`src/rtl/sr_drv_pkg.sv`:
```
// Shared types and default constants for the SR latch driver.
// Holds the FSM state encoding and the readback comparison helper.
package sr_drv_pkg;

    typedef enum logic [1:0] {
        ST_IDLE   = 2'd0,
        ST_PULSE  = 2'd1,
        ST_SETTLE = 2'd2,
        ST_CHECK  = 2'd3
    } drv_state_e;

    localparam int unsigned DEF_PULSE_CYCLES  = 2;
    localparam int unsigned DEF_SETTLE_CYCLES = 3;
    localparam int unsigned DEF_MAX_RETRY     = 2;

    // Q == Q_not is an invalid latch state and can never satisfy both terms.
    function automatic logic readback_ok(input logic q, input logic q_not, input logic value);
        return (q == value) && (q_not == ~value);
    endfunction

endpackage

```
`src/rtl/sr_latch_driver_if.sv`:
```
// Request/status bundle between a requester and the SR latch driver.
// Handshake: a request transfers on a rising clk edge where req_valid and req_ready are both 1.
interface sr_latch_driver_if;
    logic req_valid;
    logic req_ready;
    logic req_value;
    logic done;
    logic err;
    logic value_q;

    modport master (
        output req_valid,
        output req_value,
        input  req_ready,
        input  done,
        input  err,
        input  value_q
    );

    modport slave (
        input  req_valid,
        input  req_value,
        output req_ready,
        output done,
        output err,
        output value_q
    );
endinterface

```
`src/rtl/sync2.sv`:
```
// Two-flop synchronizer for a single asynchronous bit.
module sync2 (
    input  logic clk_i,
    input  logic rst_ni,
    input  logic d_i,
    output logic q_o
);
    logic meta_q;
    logic sync_q;

    always_ff @(posedge clk_i or negedge rst_ni) begin
        if (!rst_ni) begin
            meta_q <= 1'b0;
            sync_q <= 1'b0;
        end else begin
            meta_q <= d_i;
            sync_q <= meta_q;
        end
    end

    assign q_o = sync_q;
endmodule

```
`src/rtl/sr_latch_driver.sv`:
```
// Drives an external SR latch with timed S/R pulses, reads it back through
// synchronizers and retries a bounded number of times before flagging an error.
module sr_latch_driver
    import sr_drv_pkg::*;
#(
    parameter int unsigned PULSE_CYCLES  = DEF_PULSE_CYCLES,
    parameter int unsigned SETTLE_CYCLES = DEF_SETTLE_CYCLES,
    parameter int unsigned MAX_RETRY     = DEF_MAX_RETRY
) (
    input  logic               clk,
    input  logic               rst_n,
    sr_latch_driver_if.slave   req,
    input  logic               q_in,
    input  logic               q_not_in,
    output logic               s_out,
    output logic               r_out,
    output drv_state_e         state_o
);

    localparam logic [3:0] PULSE_LAST  = 4'(PULSE_CYCLES - 1);
    localparam logic [3:0] SETTLE_LAST = 4'(SETTLE_CYCLES - 1);
    localparam logic [2:0] RETRY_MAX   = 3'(MAX_RETRY);

    drv_state_e state_q;
    logic [3:0] cnt_q;
    logic [2:0] retry_q;
    logic       val_q;
    logic       s_q;
    logic       r_q;
    logic       done_q;
    logic       err_q;
    logic       value_q;
    logic       q_sync;
    logic       q_not_sync;

    sync2 u_sync_q (
        .clk_i  (clk),
        .rst_ni (rst_n),
        .d_i    (q_in),
        .q_o    (q_sync)
    );

    sync2 u_sync_q_not (
        .clk_i  (clk),
        .rst_ni (rst_n),
        .d_i    (q_not_in),
        .q_o    (q_not_sync)
    );

    // Async reset clears s_q/r_q immediately, so S/R drop without a clock edge.
    always_ff @(posedge clk or negedge rst_n) begin
        if (!rst_n) begin
            state_q <= ST_IDLE;
            cnt_q   <= 4'd0;
            retry_q <= 3'd0;
            val_q   <= 1'b0;
            s_q     <= 1'b0;
            r_q     <= 1'b0;
            done_q  <= 1'b0;
            err_q   <= 1'b0;
            value_q <= 1'b0;
        end else begin
            done_q <= 1'b0;
            case (state_q)
                ST_IDLE: begin
                    if (req.req_valid) begin
                        val_q   <= req.req_value;
                        retry_q <= 3'd0;
                        cnt_q   <= 4'd0;
                        if (readback_ok(q_sync, q_not_sync, req.req_value)) begin
                            done_q  <= 1'b1;
                            err_q   <= 1'b0;
                            value_q <= req.req_value;
                        end else begin
                            state_q <= ST_PULSE;
                            s_q     <= req.req_value;
                            r_q     <= ~req.req_value;
                        end
                    end
                end
                ST_PULSE: begin
                    if (cnt_q == PULSE_LAST) begin
                        cnt_q   <= 4'd0;
                        s_q     <= 1'b0;
                        r_q     <= 1'b0;
                        state_q <= ST_SETTLE;
                    end else begin
                        cnt_q <= cnt_q + 4'd1;
                    end
                end
                ST_SETTLE: begin
                    if (cnt_q == SETTLE_LAST) begin
                        cnt_q   <= 4'd0;
                        state_q <= ST_CHECK;
                    end else begin
                        cnt_q <= cnt_q + 4'd1;
                    end
                end
                ST_CHECK: begin
                    cnt_q <= 4'd0;
                    if (readback_ok(q_sync, q_not_sync, val_q)) begin
                        done_q  <= 1'b1;
                        err_q   <= 1'b0;
                        value_q <= val_q;
                        state_q <= ST_IDLE;
                    end else if (retry_q < RETRY_MAX) begin
                        retry_q <= retry_q + 3'd1;
                        s_q     <= val_q;
                        r_q     <= ~val_q;
                        state_q <= ST_PULSE;
                    end else begin
                        done_q  <= 1'b1;
                        err_q   <= 1'b1;
                        state_q <= ST_IDLE;
                    end
                end
                default: state_q <= ST_IDLE;
            endcase
        end
    end

    assign req.req_ready = (state_q == ST_IDLE);
    assign req.done      = done_q;
    assign req.err       = err_q;
    assign req.value_q   = value_q;
    assign s_out         = s_q;
    assign r_out         = r_q;
    assign state_o       = state_q;

endmodule
```
`src/flat_wrapper.sv`:
```
// flat-port wrapper written by rule: the top's interface ports become plain ports
module sr_latch_driver_flat import sr_drv_pkg::*;
#(
    parameter int unsigned PULSE_CYCLES  = DEF_PULSE_CYCLES,
    parameter int unsigned SETTLE_CYCLES = DEF_SETTLE_CYCLES,
    parameter int unsigned MAX_RETRY     = DEF_MAX_RETRY
)
  (clk, rst_n, q_in, q_not_in, s_out, r_out, state_o, req_req_valid, req_req_value, req_req_ready, req_done, req_err, req_value_q);
  sr_latch_driver_if req_i ();
  input  logic clk;
  input  logic rst_n;
  input  logic q_in;
  input  logic q_not_in;
  output logic s_out;
  output logic r_out;
  output drv_state_e state_o;
  input wire logic [$bits(req_i.req_valid)-1:0] req_req_valid;
  input wire logic [$bits(req_i.req_value)-1:0] req_req_value;
  output wire logic [$bits(req_i.req_ready)-1:0] req_req_ready;
  output wire logic [$bits(req_i.done)-1:0] req_done;
  output wire logic [$bits(req_i.err)-1:0] req_err;
  output wire logic [$bits(req_i.value_q)-1:0] req_value_q;
  assign req_i.req_valid = req_req_valid;
  assign req_i.req_value = req_req_value;
  assign req_req_ready = req_i.req_ready;
  assign req_done = req_i.done;
  assign req_err = req_i.err;
  assign req_value_q = req_i.value_q;
  sr_latch_driver #(.PULSE_CYCLES(PULSE_CYCLES), .SETTLE_CYCLES(SETTLE_CYCLES), .MAX_RETRY(MAX_RETRY)) u_core (.clk(clk), .rst_n(rst_n), .req(req_i), .q_in(q_in), .q_not_in(q_not_in), .s_out(s_out), .r_out(r_out), .state_o(state_o));
endmodule
```
`config.mk`:
```
export PLATFORM = sky130hd
export DESIGN_NAME = sr_latch_driver_flat
export DESIGN_NICKNAME = d
export VERILOG_FILES = /design/src/rtl/sr_drv_pkg.sv /design/src/rtl/sr_latch_driver_if.sv /design/src/rtl/sync2.sv /design/src/rtl/sr_latch_driver.sv /design/src/flat_wrapper.sv
export SDC_FILE = /design/constraint.sdc
export NUM_CORES = 1
export LEC_CHECK = 0
export CAP_MARGIN = 20
export CORE_MARGIN = 4
export CORE_UTILIZATION = 30
export CTS_CLUSTER_DIAMETER = 40
export DETAILED_ROUTE_END_ITERATION = 12
export DONT_BUFFER_PORTS = 1
export PLACE_DENSITY_LB_ADDON = 0.12
export SLEW_MARGIN = 20
export SYNTH_ARGS = -nofsm -noshare
export SYNTH_HDL_FRONTEND = slang
export SYNTH_HIERARCHICAL = 1
export SYNTH_SLANG_ARGS = --single-unit
```
`constraint.sdc`:
```
create_clock -name clk -period 2.4 [get_ports clk]
set_clock_uncertainty 0.2 [all_clocks]
set_input_delay 0 -clock clk [delete_from_list [all_inputs] [get_ports clk]]
set_output_delay 0 -clock clk [all_outputs]
set_load 0.03 [all_outputs]
```
# Word-level counts from Yosys, hierarchy flattened
# Index checks and enable logic that the tools add are counted.
# word_totals
reg_bits	19
inputBits	6
wordCells	87
# op_classes
add_sub_neg	2
order_cmp	1
n_eq_ne	18
mux	40
bitwise	2
reduce_logical	11
# ops
cell	n
$mux W1	21
$pmux W4 S4	1
$reduce_and A4 Y1	4
$mux W4	3
$mux W2	5
$ne A2 B1 Y1 const B	5
$mux W3	3
$pmux W2 S4	1
$ne A2 B2 Y1 const B	3
$pmux W1 S2	3
$pmux W1 S3	2
$pmux W3 S2	1
$reduce_and A6 Y1	1
$add A4 B1 Y4 const B	1
$eq A1 B1 Y1	4
$eq A2 B2 Y1 const B	2
$eq A4 B1 Y1 const B	1
$eq A4 B2 Y1 const B	1
$add A3 B1 Y3 const B	1
$lt A3 B2 Y1 const B	1
$ne A3 B2 Y1 const B	1
$reduce_bool A3 Y1	1
$eq A2 B1 Y1 const B	1
$logic_and A1 B1 Y1	2
4 further kinds	5

# Logic depth before layout (Yosys ltp)
# Gate-level depths: netlist of run 1.
# logic_depth
word_depth	6
depth_mapped	6
mapped_depth_nobuf	6

# By module
# The synthesis of run 1 kept the hierarchy.
# modules_own_cells
mod	n_inst	cells_per_inst	area_each_um2	seq_area_each_um2
sr_latch_driver	1	108	963.4	375.4
sync2	2	2	50.0	50.0

# Worst setup path before layout of run 1
# Ideal clock, no wire load.
# synth_timing
path_kind	reg2reg
from	register u_core.state_q[0] (netlist: u_core/state_o[0])
to	register u_core.value_q (netlist: u_core/req.value_q)
setup_time_ps	116
arrival_time_ps	1894
required_time_ps	2084
slack_ps	190
stages_incl_launch_ff	7
cell_sequence	dfrtp_1 > inv_1 > ha_1 > nand2b_1 > a2111oi_0 > o21ai_0 > o311ai_0
# synth_via
elab_chain_cells	3
word_cells_on_any_way	8
cone_classes	eq/ne (4); mux (1); reduce/logical (3)
# synth_rtl
element	line_no	source
start, declared	sr_latch_driver.sv:24	drv_state_e state_q;
start signal, assigned	sr_latch_driver.sv:53	state_q <= ST_IDLE;
start signal, assigned	sr_latch_driver.sv:75	state_q <= ST_PULSE;
start signal, assigned	sr_latch_driver.sv:86	state_q <= ST_SETTLE;
$logic_not A2 Y1 (*)	--	
named net req_req_ready	flat_wrapper.sv:19	output wire logic [$bits(req_i.req_ready)-1:0] req_req_ready;
$ne A2 B1 Y1 (no source line), or another cell as far along	--	
$reduce_and A4 Y1 (no source line)	--	
end signal, assigned	sr_latch_driver.sv:73	value_q <= req.req_value;
end signal, assigned	sr_latch_driver.sv:104	value_q <= val_q;
end, declared	sr_latch_driver.sv:32	logic value_q;
# The timed path passes the listed nets; every way through them passes the cells marked *.
# A chain may end at the register's enable or synchronous reset.

# Worst setup path after layout of run 1
# layout_timing
from	register u_core.state_q[0] (netlist: u_core/state_o[0])
to	register u_core.val_q
# layout_via
elab_chain_cells	2
# layout_rtl
element	line_no	source
$logic_not A2 Y1	sr_latch_driver.sv:64	case (state_q)
$reduce_and A2 Y1 (no source line)	--	
end signal, assigned	sr_latch_driver.sv:67	val_q <= req.req_value;
end, declared	sr_latch_driver.sv:27	logic val_q;
# Every way passes these cells.

==> impl_metrics.py, run 1 <==
metrics = {
    "place": {
        "dp_hpwl_um": 1826,
        "gp_congestion": 0.7883,
        "dp_slack_ns": 0.2939,
        "port_buffers": 0,
    },
    "die": {
        "rows": 21,
        "die_x_um": 67.54,
        "fp.dieH_um": 67.54,
        "core_sq_um": 3390,
        "ios": 14,
        "start_util_pct": 31.38,
        "floorplan.die_area_sq_um": 4562,
    },
    "clock_tree": {
        "numClockSinks": 19,
        "clk_pin_slew_ns": 0.12,
        "numCtsBuffers": 3,
        "cts_tree": "yes",
        "cts_buffer_depth": 2,
        "cts_resized": 0,
        "htreeDepth": 1,
        "clk_latency_ns": 0.30,
        "root_buffer": "clkbuf_4",
    },
    "min_path": {
        "holdCritPathClass": "in2reg",
        "min_from": "req_req_value",
    },
    "layout": {
        "largest_register_ffs": 4,
        "final_core_util_pct": 36.43,
        "regMostFlops": "u_core/cnt_q",
        "area_growth_syn_to_layout_pct": 16.12,
        "antenna_cells": 0,
        "drive_gt1_share_pct": 8.800,
        "finalNetCount": 138,
    },
    "logic_synthesis": {
        "avgSynthCellArea_sq_um": 9.496,
        "synth_nets": 124,
        "synth_top_area_share_pct": 44.71,
        "ys_ff_latch": 19,
        "ys_top_cells_by_area": "dfrtp_1, ha_1, nand2_1",
        "synthFlopType": "dfrtp_1",
        "synth_common_cells": "dfrtp_1, nand2_1, a21oi_1, inv_1",
        "syn_area_sq_um": 1064,
        "yosys.area.top_type": "dfrtp_1",
        "ys_seq_area_share_pct": 44.71,
        "synthArstFlopShare_pct": 100.0,
        "yosysMostFrequentCell": "dfrtp_1",
        "synth_edf_count": 0,
        "netlist-cell-type-count": 33,
        "ys.warnings.count": 6,
        "syn_inst": 112,
    },
    "sta": {
        "slew_violations": 0,
        "fmax_mhz": 473.7,
        "tightest_slew_ns": 0.9125,
        "relSlewSlack_pct": 38.96,
        "hold_viol": 0,
        "setup_violations": 0,
        "finalCriticalPeriod_ns": 2.111,
        "fin_setup_tns_ns": 0,
        "fin_crit_sh_pct": 87.96,
        "rsz0062_at_grt": "false",
        "timing.final.ws_setup_ns": 0.2889,
    },
    "setup_path": {
        "arrival_ns": 2.11,
        "crit_path_start": "u_core/state_o[0]",
        "crit_fanout": 7,
        "worstPathRequired_ns": 2.40,
        "critPathMaxStageDelay_ns": 0.55,
        "slowest_stage": "dlygate4sd3_1",
        "r2r_slack_ns": 0.29,
        "path_cells": "inv_1 -> ha_1 -> nand2_1 -> nand2_1 -> nand2_1 -> dlygate4sd3_1",
        "crit_path_end_kind": "register",
        "cp_common_cell": "nand2_1",
        "path_class": "reg2reg",
        "critPathLaunchType": "register",
        "r2r-start": "u_core/state_o[0]",
    },
    "grt": {
        "grt_overflow_total": 0,
        "grt_start_max_net_pins": 20,
        "antenna_found_initial": 0,
        "grt_usage_pct": 12.49,
        "grt_pass1_vias": 901,
        "grt_pass1_wl_um": 4229,
    },
    "run_status": {
        "status": "completed",
    },
    "route": {
        "vias": 900,
        "drcViolationCount": 0,
        "totalWireLength_um": 2471,
        "antenna_left": 0,
        "first_pass_iters": 4,
        "post_drt_via_cell_ratio": 5.263,
        "wl_per_cell_um": 14.45,
        "first_iter_violations": 53,
    },
    "pwr": {
        "power_density_nw_per_um2": 1230,
        "vdd_drop_max_uv": 618.8,
        "p_leak_nw": 0.5782,
    },
    "run": {
        "cap_violations": 0,
    },
}
## metrics by stage
| stage | std cells | cell area [sq um] | hold slack [ns] | total power (W) |
|---|---|---|---|---|
| 6_report | 171 | 1235 | 0.01141 | 0.001520 |
| 5_1_grt | 171 | 1235 | 0.03206 | 0.001657 |
| 4_1_cts | 171 | 1235 | 0.02256 | 0.001532 |
| 3_5_place_dp | 161 | 1147 | -0.4947 | 0.001334 |
| 3_3_place_gp | 161 | 1147 | -0.4947 | 0.001331 |
| 2_1_floorplan | 112 | 1064 | -0.4956 | 0.001125 |
## logic make-up after synthesis
kind of cell / synth area share [%]
AOI/OAI and AO/OA: 20.71
adders and majority gates: 7.059
buffers and inverters: 3.176
DFF: 44.71
muxes: 3.411
and+or+nand+nor: 20.94
## what timing repair did
action	4_1_cts	5_1_grt
setup buffers	0	0
hold buffers	6	0
endpoints found under the hold margin	33	0
## per-layer routing
metal	GRT usage, %	up-vias	share of wire (%)	wire, um
li1	-	433	-	-
met1	16.39	443	47	1159
met2	19.32	22	47	1155
met3	3.494	2	5.7	140
met4	4.810	0	0.65	16
met5	0	-	0	0
## cell usage in the layout, fill, tap and decap left out
cell and count:
dfrtp_1 19, a21oi_1 8, nor3_1 4, nand3_1 5, mux2_4 1, a21o_1 1
o311ai_0 1, and2b_1 1, nand2b_1 1, buf_4 4, o41ai_2 1, dlygate4sd3_1 6
clkinv_2 1, ha_1 6, a211oi_1 1, o21bai_1 1, mux2_1 1, a2111oi_0 2
mux2i_1 1, o21a_1 1, inv_1 8, nor2_1 7, o21ai_0 7, clkbuf_4 3
and2_1 1, a31oi_1 5, nor2b_1 3, or4_1 1, a21bo_1 1, nor3b_1 2
o31ai_1 3, and3b_1 2, or4b_4 1, a22o_1 1, nor4bb_1 1, nand2_1 13
## where the power goes
part	internal (W)	switching (W)	leakage (nW)
combinational	0.000342	0.000449	0.318
clock	0.0000621	0.000107	0.0177
sequential	0.000409	0.000151	0.243
## final timing paths
check	to	depth (start not counted)
hold reg to reg	u_core/u_sync_q/q_o	0
hold / removal	u_core/r_out	4
max in group asynchronous	u_core/cnt_q[1]	1
setup / recovery	u_core/val_q	6
min in group asynchronous	u_core/req.err	1
setup reg to reg	u_core/val_q	6
## critical path: cells and delay by family (launching register included)
kind	cells	cell delay, ns
adders and majority gates	1	0.32
DFF	1	0.44
buffers and inverters	2	0.71
and+or+nand+nor	3	0.34
## area by class of cell
class | instances | area, sq um
clock inverters | 1 | 5.005
well taps | 46 | 57.56
clock buffers | 3 | 22.52
repair buffers | 10 | 90.09
inverters | 8 | 30.03
flip-flops and latches | 19 | 475.5
fillers | 337 | 2155
multi-input cells | 84 | 554.3
Note: power is estimated with default switching activity, not from simulation.
==> inputs of run 2 (changes only) <==
ABC_AREA = 1   (was not set)
CTS_BUF_LIST = sky130_fd_sc_hd__clkbuf_8   (was not set)
==> run 2 against run 1 <==
Fmax grew 0.25%; register-to-register slack is essentially flat; wire length shrank 7.4%; setup slack gained 0.0052 ns; clock-buffer cell count is the same; total power grew 1.2%; final area grew 1.8%; die area grew 1.1%; sequential share of layout area shrank 0.69 points; synthesized cell count grew 26%; critical endpoint unchanged; largest cell class unchanged.
==> impl_metrics.py, run 2 <==
metrics = {
    "run_status": {
        "status": "completed",
    },
    "die": {
        "start_util_pct": 31.78,
        "ios": 14,
        "fp.dieH_um": 67.93,
        "floorplan.die_area_sq_um": 4614,
        "core_sq_um": 3390,
        "die_x_um": 67.93,
        "rows": 21,
    },
    "setup_path": {
        "r2r_cells": 6,
        "critPathLaunchType": "register",
        "crit_fanout": 7,
        "critPathMaxStageDelay_ns": 0.56,
        "r2r-start": "u_core/state_o[1]",
        "r2r_end": "u_core/val_q",
        "path_class": "reg2reg",
        "slowest_stage": "dlygate4sd3_1",
        "crit_path_start": "u_core/state_o[1]",
        "cp_common_cell": "nand2_1",
        "crit_path_end": "u_core/val_q",
        "path_cells": "inv_1 -> ha_1 -> nand2_1 -> nand2_1 -> o21ai_0 -> dlygate4sd3_1",
        "arrival_ns": 2.04,
        "worstPathRequired_ns": 2.34,
        "r2r_slack_ns": 0.29,
        "crit_path_end_kind": "register",
    },
    "sta": {
        "holdWs_ns": 0.09941,
        "rsz0062_at_grt": "false",
        "relSlewSlack_pct": 42.86,
        "slew_violations": 0,
        "fmax_mhz": 474.9,
        "hold_viol": 0,
        "fin_crit_sh_pct": 87.75,
        "setup_violations": 0,
        "finalCriticalPeriod_ns": 2.106,
        "tightest_slew_ns": 0.8543,
        "fin_setup_tns_ns": 0,
    },
    "clock_tree": {
        "cts_tree": "yes",
        "clk_pin_slew_ns": 0.07,
        "numClockSinks": 19,
        "numCtsBuffers": 3,
        "htreeDepth": 1,
        "root_buffer": "clkbuf_8",
        "cts_buffer_depth": 2,
        "clk_latency_ns": 0.25,
        "post_cts_buffers": 0,
    },
    "logic_synthesis": {
        "synth_nets": 153,
        "synthArstFlopShare_pct": 100.0,
        "synth_edf_count": 0,
        "ys.warnings.count": 6,
        "synthFlopType": "dfrtp_1",
        "netlist-cell-type-count": 21,
        "syn_inst": 141,
        "yosysMostFrequentCell": "nand2_1",
        "synth_top_area_share_pct": 44.13,
        "ys_top_cells_by_area": "dfrtp_1, nand2_1, nand3_1",
        "yosys.area.top_type": "dfrtp_1",
        "avgSynthCellArea_sq_um": 7.640,
        "ys_seq_area_share_pct": 44.13,
        "syn_area_sq_um": 1077,
        "ys_ff_latch": 19,
        "synth_common_cells": "nand2_1, dfrtp_1, inv_1, nand3_1, o21ai_0",
    },
    "layout": {
        "area_growth_syn_to_layout_pct": 16.73,
        "largest_register_ffs": 4,
        "fill_cells": 336,
        "regMostFlops": "u_core/cnt_q",
        "stdcell_area_sq_um": 1257,
        "drive_gt1_share_pct": 9.804,
        "layout_common_cells": "nand2_1, inv_1, dfrtp_1",
        "finalNonFillerCells": 199,
        "antenna_cells": 0,
        "finalNetCount": 166,
        "layout_commonest_cell": "nand2_1",
    },
    "route": {
        "vias": 930,
        "drcViolationCount": 0,
        "first_pass_iters": 5,
        "antenna_left": 0,
        "totalWireLength_um": 2287,
        "wl_per_cell_um": 11.49,
        "first_iter_violations": 37,
        "post_drt_via_cell_ratio": 4.673,
    },
    "grt": {
        "grt_pass1_vias": 876,
        "grt_usage_pct": 11.53,
        "grt_pass1_wl_um": 4008,
        "grt_start_max_net_pins": 20,
        "antenna_found_initial": 0,
        "grt_overflow_total": 0,
    },
    "place": {
        "place_inst": 189,
        "gp_congestion": 0.8223,
        "place_area_sq_um": 1152,
        "dp_hpwl_um": 1762,
        "port_buffers": 0,
    },
    "pwr": {
        "power_density_nw_per_um2": 1222,
        "p_leak_nw": 0.6426,
        "p_total_w": 0.001537,
        "vdd_drop_max_uv": 593.8,
    },
    "min_path": {
        "holdCritPathClass": "in2async",
    },
    "run": {
        "cap_violations": 0,
    },
}
-- run 2: cell types whose count changed after synthesis, sizes merged, moves of 3 or more --
| cell | change |
|---|---|
| a31oi | -4 |
| o21ai | +4 |
| inv | +14 |
| nor2b | -3 |
| nor2 | +5 |
| nand2 | +23 |
| nand3 | +11 |
-- run 2: how the worst min path moves through the flow --
stage,endpoint,start,cells after the start
finish,u_core/retry_q[0],rst_n,1
floorplan,u_core/cnt_q[0],rst_n,0
global placement,u_core/retry_q[0],rst_n,0
detailed placement,u_core/req.value_q,rst_n,0
CTS,u_core/u_sync_q_not/meta_q,q_not_in,1
global route,u_core/u_sync_q_not/meta_q,q_not_in,1
-- run 2: worst max-delay path: cells and delay by family (launching register included) --
family / cells / cell delay (ns)
AOI/OAI and AO/OA: 1 / 0.07
adders and majority gates: 1 / 0.34
buffers and inverters: 2 / 0.69
DFF: 1 / 0.43
and+or+nand+nor: 2 / 0.27
-- run 2: kinds of logic (layout without fill, tap and decap cells) --
family          Yosys count  after routing  share of synthesized area, %
compound gates           23             23                         11.61
flops                    19             19                         44.14
fa+ha+maj                 6              6                         6.968
simple gates             70             70                         29.15
buf+inv                  23             35                         8.130
-- run 2: timing repair --
action	4_1_cts	5_1_grt
resized for setup	0	0
endpoints found under the hold margin	31	0
hold buffers	6	0
-- run 2: layout make-up --
cell class | instances | area [sq um] | area share (%)
inverters | 22 | 82.58 | 6.567
flip-flops and latches | 19 | 475.5 | 37.81
multi-input cells | 99 | 514.2 | 40.90
clock buffers | 3 | 41.29 | 3.284
clock inverters | 1 | 3.754 | 0.2985
well taps | 46 | 57.56 | 4.577
repair buffers | 9 | 82.58 | 6.567
-- run 2: power breakdown --
| group | switching (W) | internal (W) |
|---|---|---|
| combinational | 0.000499 | 0.000280 |
| clock | 0.000101 | 0.000114 |
| sequential | 0.000141 | 0.000403 |
-- run 2: stage by stage --
step / util [%] / setup WS (ns)
final: 37.10 / 0.2941
after global routing: 37.10 / 0.1363
after CTS: 37.10 / 0.2948
after detailed placement: 34.00 / 0.4886
after global placement: 34.00 / 0.5266
after floorplan: - / 0.3662
-- run 2: per-layer routing --
metal | vias up | track usage (%) | share of wire [%]
li1 | 480 | - | -
met1 | 422 | 15.73 | 52
met2 | 24 | 16.73 | 42
met3 | 4 | 4.762 | 5.5
met4 | 0 | 2.978 | 0.79
met5 | - | 0 | 0
==> inputs of run 3 (changes only) <==
clock period = 1.8 ns   (was 2.4 ns; I/O delays follow)
==> run 3 against run 2 <==
Non-clock buffer count stayed put; sequential cell count unchanged; cell count is the same; register-to-register slack worse by 0.17 ns; largest cell class unchanged; sequential share of layout area fell by 0.42 points; core utilization grew 0.52 points; fmax is 26% higher.
==> impl_metrics.py, run 3 (same netlist as run 2, synthesis figures left out) <==
metrics = {
    "grt": {
        "grt_usage_pct": 12.06,
        "grt_pass1_wl_um": 4167,
        "met2_usage_pct": 18.53,
        "grt_start_max_net_pins": 20,
        "grt_use_met3_pct": 3.448,
        "grt_use_met1_pct": 16.01,
        "busiest_layer": "met2",
        "antenna_found_initial": 0,
        "grt_overflow_total": 0,
        "grt_pass1_vias": 912,
    },
    "place": {
        "gp_congestion": 0.8228,
        "place_inst": 190,
        "dp_slack_ns": 0.01563,
        "dp_hpwl_um": 1777,
        "place_area_sq_um": 1174,
        "port_buffers": 0,
    },
    "layout": {
        "largest_register_ffs": 4,
        "finalNetCount": 166,
        "layout_common_cells": "nand2_1, dfrtp_1, inv_1",
        "regMostFlops": "u_core/cnt_q",
        "layout_commonest_cell": "nand2_1",
        "finalNonFillerCells": 199,
        "stdcell_area_sq_um": 1275,
        "final_core_util_pct": 37.62,
        "antenna_cells": 0,
        "drive_gt1_share_pct": 15.03,
        "area_growth_syn_to_layout_pct": 18.35,
    },
    "setup_path": {
        "critPathLaunchType": "register",
        "path_class": "reg2reg",
        "crit_buf_inv": 2,
        "worstPathRequired_ns": 1.76,
        "cp_common_cell": "nand2_1",
        "arrival_ns": 1.63,
        "crit_path_end_kind": "register",
        "crit_fanout": 7,
        "path_cells": "inv_2 -> ha_4 -> nand2_1 -> inv_1 -> nand2_1 -> o21ai_1 -> nand2_1 -> nand2_1 -> nand2_1",
        "cp_top_family": "flip-flops",
        "critPathMaxStageDelay_ns": 0.45,
        "slowest_stage": "dfrtp_2",
    },
    "die": {
        "core_sq_um": 3390,
        "die_x_um": 67.93,
        "floorplan.die_area_sq_um": 4614,
        "fp.dieH_um": 67.93,
        "rows": 21,
        "start_util_pct": 31.78,
        "ios": 14,
    },
    "sta": {
        "rsz0062_at_grt": "true",
        "finalCriticalPeriod_ns": 1.678,
        "slew_violations": 0,
        "hold_viol": 0,
        "fin_crit_sh_pct": 93.20,
        "setup_violations": 0,
        "timing.final.ws_setup_ns": 0.1224,
        "tightest_slew_ns": 0.8637,
        "relSlewSlack_pct": 42.23,
        "fmax_mhz": 596.1,
        "holdWs_ns": 0.09084,
    },
    "clock_tree": {
        "numCtsBuffers": 3,
        "root_buffer": "clkbuf_8",
        "htreeDepth": 1,
        "clk_pin_slew_ns": 0.07,
        "numClockSinks": 19,
        "cts_tree": "yes",
        "clk_latency_ns": 0.26,
        "cts_buffer_depth": 2,
        "post_cts_buffers": 0,
    },
    "route": {
        "drcViolationCount": 0,
        "antenna_left": 0,
        "vias": 924,
        "first_pass_iters": 4,
        "first_iter_violations": 34,
        "post_drt_via_cell_ratio": 4.643,
        "wl_per_cell_um": 11.57,
        "totalWireLength_um": 2303,
    },
    "pwr": {
        "power_density_nw_per_um2": 1680,
        "vdd_drop_max_uv": 953.0,
        "p_leak_nw": 0.6367,
    },
    "run": {
        "cap_violations": 0,
    },
    "min_path": {
        "holdCritPathClass": "in2reg",
    },
    "run_status": {
        "status": "completed",
    },
}
## run 3: per-layer routing
layer | vias up | share of wire [%]
met5 | - | 0
met4 | 0 | 1.3
met3 | 4 | 6.9
met2 | 25 | 43
met1 | 418 | 49
li1 | 477 | -
## run 3: final cells by class
class	instances	area [sq um]
clock inverter	1	5.005
inverter	22	82.58
tap	46	57.56
multi-input combinational	99	531.8
fill	351	2115
sequential	19	476.7
clock buffer	3	41.29
timing repair buffer	9	80.08
## run 3: worst paths after layout
kind	depth (start not counted)	slack, ns	from	end
max	9	0.12	u_core/state_o[0]	u_core/req.err
min	1	0.09	q_in	u_core/u_sync_q/meta_q
max reg2reg	9	0.12	u_core/state_o[0]	u_core/req.err
min reg2reg	0	0.15	u_core/u_sync_q/meta_q	u_core/u_sync_q/q_o
max in group asynchronous	1	0.72	rst_n	u_core/state_o[0]
min in group asynchronous	1	0.10	rst_n	u_core/retry_q[0]
## run 3: through the flow
stage | total power (W) | setup TNS, ns
after floorplan | 0.001538 | 0
after global placement | 0.001809 | 0
after detailed placement | 0.001816 | 0
after CTS | 0.002151 | 0
after global routing | 0.002363 | -0.006735
final | 0.002142 | 0
## run 3: worst register-to-register path: cells and delay by family (launching register included)
| family | cells | cell delay (ns) |
|---|---|---|
| flip-flops | 1 | 0.45 |
| AND/OR/NAND/NOR | 5 | 0.38 |
| buffers and inverters | 2 | 0.19 |
| adder cells (fa/ha/maj) | 1 | 0.19 |
| AO/OA/AOI/OAI | 1 | 0.15 |
## run 3: where the power goes
group	total (W)	leakage, nW	switching [W]	internal (W)
combinational	0.00111	0.367	0.000689	0.000423
sequential	0.000728	0.244	0.000188	0.000540
clock	0.000302	0.0255	0.000148	0.000154
## run 3: what timing repair did
action	in CTS	in global routing
endpoints found under the setup margin	0	10
hold endpoints to repair	31	0
gates resized for setup	0	5
hold buffers	5	0
